==> config.mk <==
export PLATFORM = sky130hd
export DESIGN_NAME = exec_ctrl
export DESIGN_NICKNAME = d
export VERILOG_FILES = /design/src/rtl/exec_ctrl.sv
export SDC_FILE = /design/constraint.sdc
export NUM_CORES = 1
export LEC_CHECK = 0
export CAP_MARGIN = 10
export CORE_UTILIZATION = 53
export CTS_BUF_LIST = sky130_fd_sc_hd__clkbuf_8
export DETAILED_ROUTE_END_ITERATION = 7
export PLACE_DENSITY = 0.9
export SLEW_MARGIN = 20
export SYNTH_ARGS = -nofsm -noshare
export SYNTH_HDL_FRONTEND = slang
export SYNTH_SLANG_ARGS = --single-unit
==> constraint.sdc <==
create_clock -name i_clk -period 7.75 [get_ports i_clk]
set_clock_uncertainty 0.05 [all_clocks]
set_input_delay 1.1625 -clock i_clk [delete_from_list [all_inputs] [get_ports i_clk]]
set_output_delay 1.1625 -clock i_clk [all_outputs]
set_load 0.01 [all_outputs]
==> src/rtl/exec_ctrl.sv <==
// RV32I execute sequencer: decodes one instruction, drives one or two ALU passes,
// and hands a writeback/redirect record to the register file and PC logic.
module exec_ctrl (
  input  logic        i_clk,
  input  logic        i_rst_n,
  input  logic        i_instr_valid,
  output logic        o_instr_ready,
  input  logic [31:0] i_instr,
  input  logic [31:0] i_pc,
  input  logic [31:0] i_rs1_data,
  input  logic [31:0] i_rs2_data,
  output logic [3:0]  o_alu_op,
  output logic [31:0] o_alu_op_a,
  output logic [31:0] o_alu_op_b,
  input  logic [31:0] i_alu_data,
  output logic        o_wb_valid,
  input  logic        i_wb_ready,
  output logic        o_wb_we,
  output logic [4:0]  o_wb_rd,
  output logic [31:0] o_wb_data,
  output logic        o_br_taken,
  output logic [31:0] o_br_target,
  output logic        o_illegal
);
  localparam int unsigned XLEN = 32;
  localparam int unsigned REGW = 5;
  localparam int unsigned OPW  = 4;

  localparam logic [OPW-1:0] ALU_ADD  = 4'd0;
  localparam logic [OPW-1:0] ALU_SUB  = 4'd1;
  localparam logic [OPW-1:0] ALU_SLT  = 4'd2;
  localparam logic [OPW-1:0] ALU_SLTU = 4'd3;
  localparam logic [OPW-1:0] ALU_XOR  = 4'd4;
  localparam logic [OPW-1:0] ALU_OR   = 4'd5;
  localparam logic [OPW-1:0] ALU_AND  = 4'd6;
  localparam logic [OPW-1:0] ALU_SLL  = 4'd7;
  localparam logic [OPW-1:0] ALU_SRL  = 4'd8;
  localparam logic [OPW-1:0] ALU_SRA  = 4'd9;

  localparam logic [6:0] OPC_OP     = 7'b0110011;
  localparam logic [6:0] OPC_OPIMM  = 7'b0010011;
  localparam logic [6:0] OPC_LUI    = 7'b0110111;
  localparam logic [6:0] OPC_AUIPC  = 7'b0010111;
  localparam logic [6:0] OPC_JAL    = 7'b1101111;
  localparam logic [6:0] OPC_JALR   = 7'b1100111;
  localparam logic [6:0] OPC_BRANCH = 7'b1100011;
  localparam logic [6:0] F7_ALT     = 7'b0100000;

  typedef enum logic [1:0] {S_IDLE, S_EX1, S_EX2, S_WB} state_t;

  state_t            state_q, state_d;
  logic [XLEN-1:0]   instr_q, pc_q, rs1_q, rs2_q;
  logic [XLEN-1:0]   instr_d, pc_d, rs1_d, rs2_d;
  logic              cond_q, cond_d;
  logic              instr_ready_d, wb_valid_d, wb_we_d, br_taken_d, illegal_d;
  logic [OPW-1:0]    alu_op_d;
  logic [XLEN-1:0]   alu_a_d, alu_b_d, wb_data_d, br_target_d;
  logic [REGW-1:0]   wb_rd_d;

  logic [XLEN-1:0]   src_instr, src_pc, src_rs1, src_rs2;
  logic [XLEN-1:0]   imm_i, imm_u, imm_b, imm_j;
  logic [6:0]        opc, f7;
  logic [2:0]        f3;
  logic [REGW-1:0]   dec_rd;
  logic              alt, dec_illegal, dec_branch, dec_jal, dec_jalr;
  logic [OPW-1:0]    ex1_op;
  logic [XLEN-1:0]   ex1_a, ex1_b, ex2_a, ex2_b;

  function automatic logic [OPW-1:0] alu_map(input logic [2:0] fn3, input logic use_alt);
    case (fn3)
      3'b000:  alu_map = use_alt ? ALU_SUB : ALU_ADD;
      3'b001:  alu_map = ALU_SLL;
      3'b010:  alu_map = ALU_SLT;
      3'b011:  alu_map = ALU_SLTU;
      3'b100:  alu_map = ALU_XOR;
      3'b101:  alu_map = use_alt ? ALU_SRA : ALU_SRL;
      3'b110:  alu_map = ALU_OR;
      default: alu_map = ALU_AND;
    endcase
  endfunction

  // Decode the offered word while idle, the latched word afterwards.
  always_comb begin
    src_instr = (state_q == S_IDLE) ? i_instr    : instr_q;
    src_pc    = (state_q == S_IDLE) ? i_pc       : pc_q;
    src_rs1   = (state_q == S_IDLE) ? i_rs1_data : rs1_q;
    src_rs2   = (state_q == S_IDLE) ? i_rs2_data : rs2_q;
    opc    = src_instr[6:0];
    f3     = src_instr[14:12];
    f7     = src_instr[31:25];
    dec_rd = src_instr[11:7];
    alt    = (f7 == F7_ALT);
    imm_i  = {{20{src_instr[31]}}, src_instr[31:20]};
    imm_u  = {src_instr[31:12], 12'b0};
    imm_b  = {{19{src_instr[31]}}, src_instr[31], src_instr[7], src_instr[30:25],
              src_instr[11:8], 1'b0};
    imm_j  = {{11{src_instr[31]}}, src_instr[31], src_instr[19:12], src_instr[20],
              src_instr[30:21], 1'b0};
    dec_illegal = 1'b0;
    dec_branch  = 1'b0;
    dec_jal     = 1'b0;
    dec_jalr    = 1'b0;
    ex1_op = ALU_ADD;
    ex1_a  = '0;
    ex1_b  = '0;
    ex2_a  = '0;
    ex2_b  = '0;
    case (opc)
      OPC_OP: begin
        dec_illegal = !((f7 == 7'b0) || (alt && (f3 == 3'b000 || f3 == 3'b101)));
        ex1_op = alu_map(f3, alt);
        ex1_a  = src_rs1;
        ex1_b  = src_rs2;
      end
      OPC_OPIMM: begin
        if (f3 == 3'b001)      dec_illegal = (f7 != 7'b0);
        else if (f3 == 3'b101) dec_illegal = !((f7 == 7'b0) || alt);
        ex1_op = alu_map(f3, alt && (f3 == 3'b101));
        ex1_a  = src_rs1;
        ex1_b  = (f3[1:0] == 2'b01) ? XLEN'(src_instr[24:20]) : imm_i;
      end
      OPC_LUI: ex1_b = imm_u;
      OPC_AUIPC: begin
        ex1_a = src_pc;
        ex1_b = imm_u;
      end
      OPC_JAL: begin
        dec_jal = 1'b1;
        ex1_a = src_pc;
        ex1_b = XLEN'(4);
        ex2_a = src_pc;
        ex2_b = imm_j;
      end
      OPC_JALR: begin
        dec_jalr    = 1'b1;
        dec_illegal = (f3 != 3'b000);
        ex1_a = src_pc;
        ex1_b = XLEN'(4);
        ex2_a = src_rs1;
        ex2_b = imm_i;
      end
      OPC_BRANCH: begin
        dec_branch  = 1'b1;
        dec_illegal = (f3[2:1] == 2'b01);
        ex1_op = !f3[2] ? ALU_SUB : (f3[1] ? ALU_SLTU : ALU_SLT);
        ex1_a  = src_rs1;
        ex1_b  = src_rs2;
        ex2_a  = src_pc;
        ex2_b  = imm_b;
      end
      default: dec_illegal = 1'b1;
    endcase
  end

  always_ff @(posedge i_clk) begin
    if (!i_rst_n) begin
      state_q       <= S_IDLE;
      instr_q       <= '0;
      pc_q          <= '0;
      rs1_q         <= '0;
      rs2_q         <= '0;
      cond_q        <= 1'b0;
      o_instr_ready <= 1'b1;
      o_alu_op      <= ALU_ADD;
      o_alu_op_a    <= '0;
      o_alu_op_b    <= '0;
      o_wb_valid    <= 1'b0;
      o_wb_we       <= 1'b0;
      o_wb_rd       <= '0;
      o_wb_data     <= '0;
      o_br_taken    <= 1'b0;
      o_br_target   <= '0;
      o_illegal     <= 1'b0;
    end else begin
      state_q       <= state_d;
      instr_q       <= instr_d;
      pc_q          <= pc_d;
      rs1_q         <= rs1_d;
      rs2_q         <= rs2_d;
      cond_q        <= cond_d;
      o_instr_ready <= instr_ready_d;
      o_alu_op      <= alu_op_d;
      o_alu_op_a    <= alu_a_d;
      o_alu_op_b    <= alu_b_d;
      o_wb_valid    <= wb_valid_d;
      o_wb_we       <= wb_we_d;
      o_wb_rd       <= wb_rd_d;
      o_wb_data     <= wb_data_d;
      o_br_taken    <= br_taken_d;
      o_br_target   <= br_target_d;
      o_illegal     <= illegal_d;
    end
  end

  // Next state; the ALU operand registers present the pass for the following state.
  always_comb begin
    state_d       = state_q;
    instr_d       = instr_q;
    pc_d          = pc_q;
    rs1_d         = rs1_q;
    rs2_d         = rs2_q;
    cond_d        = cond_q;
    instr_ready_d = o_instr_ready;
    alu_op_d      = ALU_ADD;
    alu_a_d       = '0;
    alu_b_d       = '0;
    wb_valid_d    = o_wb_valid;
    wb_we_d       = o_wb_we;
    wb_rd_d       = o_wb_rd;
    wb_data_d     = o_wb_data;
    br_taken_d    = o_br_taken;
    br_target_d   = o_br_target;
    illegal_d     = o_illegal;
    case (state_q)
      S_IDLE: begin
        if (i_instr_valid && o_instr_ready) begin
          instr_d       = i_instr;
          pc_d          = i_pc;
          rs1_d         = i_rs1_data;
          rs2_d         = i_rs2_data;
          instr_ready_d = 1'b0;
          if (dec_illegal) begin
            state_d    = S_WB;
            wb_valid_d = 1'b1;
            illegal_d  = 1'b1;
          end else begin
            state_d  = S_EX1;
            alu_op_d = ex1_op;
            alu_a_d  = ex1_a;
            alu_b_d  = ex1_b;
          end
        end
      end
      S_EX1: begin
        if (dec_branch) begin
          // funct3[0] inverts the sense: BNE/BGE/BGEU
          cond_d = f3[2] ? (i_alu_data[0] ^ f3[0]) : ((i_alu_data == '0) ^ f3[0]);
        end else begin
          wb_we_d   = (dec_rd != '0);
          wb_rd_d   = dec_rd;
          wb_data_d = i_alu_data;
        end
        if (dec_branch || dec_jal || dec_jalr) begin
          state_d = S_EX2;
          alu_a_d = ex2_a;
          alu_b_d = ex2_b;
        end else begin
          state_d    = S_WB;
          wb_valid_d = 1'b1;
        end
      end
      S_EX2: begin
        state_d     = S_WB;
        wb_valid_d  = 1'b1;
        br_taken_d  = dec_branch ? cond_q : 1'b1;
        br_target_d = dec_jalr ? {i_alu_data[31:1], 1'b0} : i_alu_data;
      end
      default: begin
        if (i_wb_ready) begin
          state_d       = S_IDLE;
          instr_ready_d = 1'b1;
          wb_valid_d    = 1'b0;
          wb_we_d       = 1'b0;
          wb_rd_d       = '0;
          wb_data_d     = '0;
          br_taken_d    = 1'b0;
          br_target_d   = '0;
          illegal_d     = 1'b0;
        end
      end
    endcase
  end
endmodule

==> key figures <==
Run status
  – Status: completed

Clocking
  – CTS resizes: 0
  – Worst-skew pair later-pin latency: 0.54 ns
  – # H-tree levels: 2
  – CTS Hold Bufs: 0
  – CTS Buf Count: 41
  – CTS Sinks: 241
  – Clock-pin slew of the registers on the worst-case setup and hold paths: around 0.060 ns
  – Root Driver: clkbuf_8
  – Clk buf depth: 3
  – CTS tree: yes
  – Post-CTS Setup Bufs: 0

Route
  – Vias after detailed routing: about 11,000
  – Post-DR vias/cell: a little over 6
  – Final wirelength: approximately 35,000 um
  – Drt drc: 0
  – Routed Antenna Nets: 0
  – WL/cell: ~19 um
  – First drt pass iteration count: 6
  – First DRT Iteration DRCs: just over 1,000

Synth
  – Asr flop ratio synth: 0%
  – Cells after synthesis: between 1,000 and 1,500
  – Post-Syn Nets: ~1,400
  – Yosys top cell by area: dfxtp_1
  – Number of flops mapped to enable cells by yosys: 0
  – Most numerous cell in the Yosys netlist: dfxtp_1
  – Avg Inst Size Synth: 8.58 sq um
  – Synth Register Bits: between 200 and 250
  – Sequential area share after synthesis: approximately 46%
  – Synth area leaders: dfxtp_1 46%, mux2i_1 7.8%, nand2_1 7.7%
  – Mapped Area: about 11,000 sq um
  – Most common library cells after synthesis: 241 x dfxtp_1, 217 x nand2_1, 124 x a21oi_1
  – Synthesis warning total: 0
  – Main synth FF type: dfxtp_1
  – Yosys top cell area share: 45.6%
  – Distinct cells, synth: 59

Hold path
  – Worst hold start: pc_q[14]$_SDFFE_PN0P_
  – HP Class: reg -> reg
  – WHS Path Cells: 2
  – WHS Endpoint: pc_q[14]$_SDFFE_PN0P_

Worst setup path
  – Worst R2R Start: state_q[0]$_SDFFE_PN0P_
  – CP required: between 8 and 9 ns
  – Crit path capture type: register
  – Setup Crit Path Kind: reg -> reg
  – R2r endpoint: o_alu_op_b[17]$_SDFF_PN0_
  – Critical-path maximum fanout: between 40 and 50
  – Crit start category: register
  – FF-to-FF setup slack: ~3.7 ns
  – Worst EP arrival: between 4 and 5 ns
  – Worst R2R Path Depth: 9

Layout
  – Net count, final: roughly 1,700
  – Layout cells sized above 1: under 10%
  – Synthesis-to-layout area growth: 38.0%
  – Storage cell area: 4820 sq um
  – Area of the multi-input gates: roughly 5300 sq um
  – FILL cells: between 1,000 and 1,500
  – Finished Cell Area: around 15,000 sq um

Timing
  – Final Setup Violations: 0
  – RSZ-0062 raised after global routing: no
  – Setup TNS: 0 ns
  – Final hold violations: 0
  – Worst Tran Pin Value: roughly 1.1 ns
  – Slew headroom: about 28%
  – Post-route clock period utilization: approximately 52%
  – Slew Limit Fails: 0
  – Final Critical Period: slightly above 4 ns
  – Fmax: around 0.25 GHz

Floorplan
  – I/O Pins: 306
  – Total Die Area: between 20,000 and 25,000 sq um
  – Die Ht: approximately 140 um
  – Die width: ~140 um
  – Initial Util: approximately 54%
  – Core area: approximately 20,000 sq um
  – Num rows: between 50 and 60

Placed design
  – Gp weighted congestion: roughly 0.95
  – Buffers on Ports: about 310
  – DP Wirelength: 22,500 um
  – Post-DP Area: 13,700 sq um

Global route
  – Initial antenna violation count: 2
  – Grt total ovfl: 0
  – Gr usage total: about a third
  – Number of global-route vias before repair: between 10,000 and 15,000
  – First-pass GRT wire length: approximately 53,000 um
  – Pin count of the biggest net entering global routing: 101

Power and ir drop
  – Worst vdd ir: around 0.00024 V
  – Pwr dens: ~290 nW/um^2
  – Leak: around 5.4 nW

Run
  – Maxcap violations: 0
-- flip-flops by register name, summed over array words and instances, names as in the netlist --
| register | flops |
|---|---|
| o_br_target | 32 |
| o_alu_op_b | 32 |
| o_wb_data | 32 |
| o_instr_ready | 1 |
| o_br_taken | 1 |
| o_illegal | 1 |
| cond_q | 1 |
| o_wb_valid | 1 |
| pc_q | 32 |
| o_alu_op_a | 32 |
| o_wb_we | 1 |
| o_wb_rd | 5 |
| o_alu_op | 4 |
| rs1_q | 32 |
| state_q | 2 |
| instr_q | 32 |
-- worst max-delay path, stage by stage (launching register included) --
cell and delay (ns):
dfxtp_1 0.35, inv_1 0.14, ha_4 0.51, buf_4 0.67
inv_1 0.29, nor3b_1 0.25, o21ai_0 0.11, a311oi_1 0.85
or3_4 0.53, o22ai_2 0.15
-- power by group --
part           switching [mW]  internal, mW
sequential             0.0935          1.40
clock                   0.521         0.669
combinational           0.901         0.608
-- metrics by stage --
stage	power, mW	worst slack [ns]	std cells	util (%)	hold WS, ns
after detailed placement	2.98	3.37	1713	70.1	0.396
after floorplan	2.51	4.40	1232	-	0.384
after global routing	4.40	3.50	1789	74.7	0.423
after CTS	4.17	3.62	1787	74.6	0.403
final	4.19	3.68	1789	74.7	0.404
after global placement	2.93	3.47	1713	70.1	0.389
-- cells in the final DEF (no fill, tap or decap), drive strengths merged, types with 3 or more instances in the layout --
master	Yosys	layout
o22ai	82	82
clkbuf	79	55
and3	4	4
nor4	11	11
buf	25	16
a221oi	18	18
ha	5	5
or3	3	3
a22o	32	32
nor3	6	6
clkinv	0	7
nor2	89	89
dfxtp	241	241
nand3	8	8
inv	18	27
a21oi	124	124
nand3b	4	4
and2	4	4
clkdlybuf4s50	0	305
nand2b	3	3
o21ai	34	34
mux2i	82	82
nor3b	3	3
mux2	13	13
a22oi	75	75
nand2	217	217
o211ai	5	5
nand4	5	5
or3b	3	3
nor2b	5	5
-- worst max path at each step --
stage	start	to	slack (ns)	depth (start not counted)
3_5_place_dp	i_instr[2]	o_alu_op_b[11]$_SDFF_PN0_	3.37	7
5_1_grt	state_q[1]$_SDFFE_PN0P_	o_alu_op_b[23]$_SDFF_PN0_	3.50	9
4_1_cts	state_q[0]$_SDFFE_PN0P_	o_alu_op_b[19]$_SDFF_PN0_	3.62	7
3_3_place_gp	i_instr[2]	o_alu_op_b[11]$_SDFF_PN0_	3.47	7
2_1_floorplan	i_instr[2]	o_alu_op_b[12]$_SDFF_PN0_	4.40	6
6_report	state_q[0]$_SDFFE_PN0P_	o_alu_op_b[17]$_SDFF_PN0_	3.68	9
-- cell type report --
cell class	instances	share of cell area, %
clock buffer	55	5.19
tap	265	2.27
multi-input combinational	869	36.3
inverter	18	0.480
antenna	1	0.0172
timing repair buffer	321	21.9
sequential	241	33.1
clock inverter	19	0.806
-- kinds of logic (layout without fill, tap and decap cells) --
| kind of cell | after synthesis | in the layout | synth area share [%] |
|---|---|---|---|
| adder cells (fa/ha/maj) | 5 | 5 | 0.592 |
| AND/OR/NAND/NOR | 374 | 374 | 15.1 |
| buffers and inverters | 122 | 413 | 4.76 |
| AO/OA/AOI/OAI | 393 | 393 | 24.6 |
| other | 0 | 1 | 0 |
| flip-flops | 241 | 241 | 45.6 |
| XOR/XNOR | 2 | 2 | 0.166 |
| multiplexers | 95 | 95 | 9.15 |
-- layer usage --
| layer | global-route usage, % | vias to the layer above | wire length (um) |
|---|---|---|---|
| met5 | 0 | - | 9 |
| li1 | - | 4985 | - |
| met1 | 38.0 | 5120 | 12800 |
| met4 | 18.3 | 2 | 1670 |
| met2 | 52.6 | 646 | 15900 |
| met3 | 11.7 | 134 | 4340 |
Note: power is estimated with default switching activity, not from simulation.
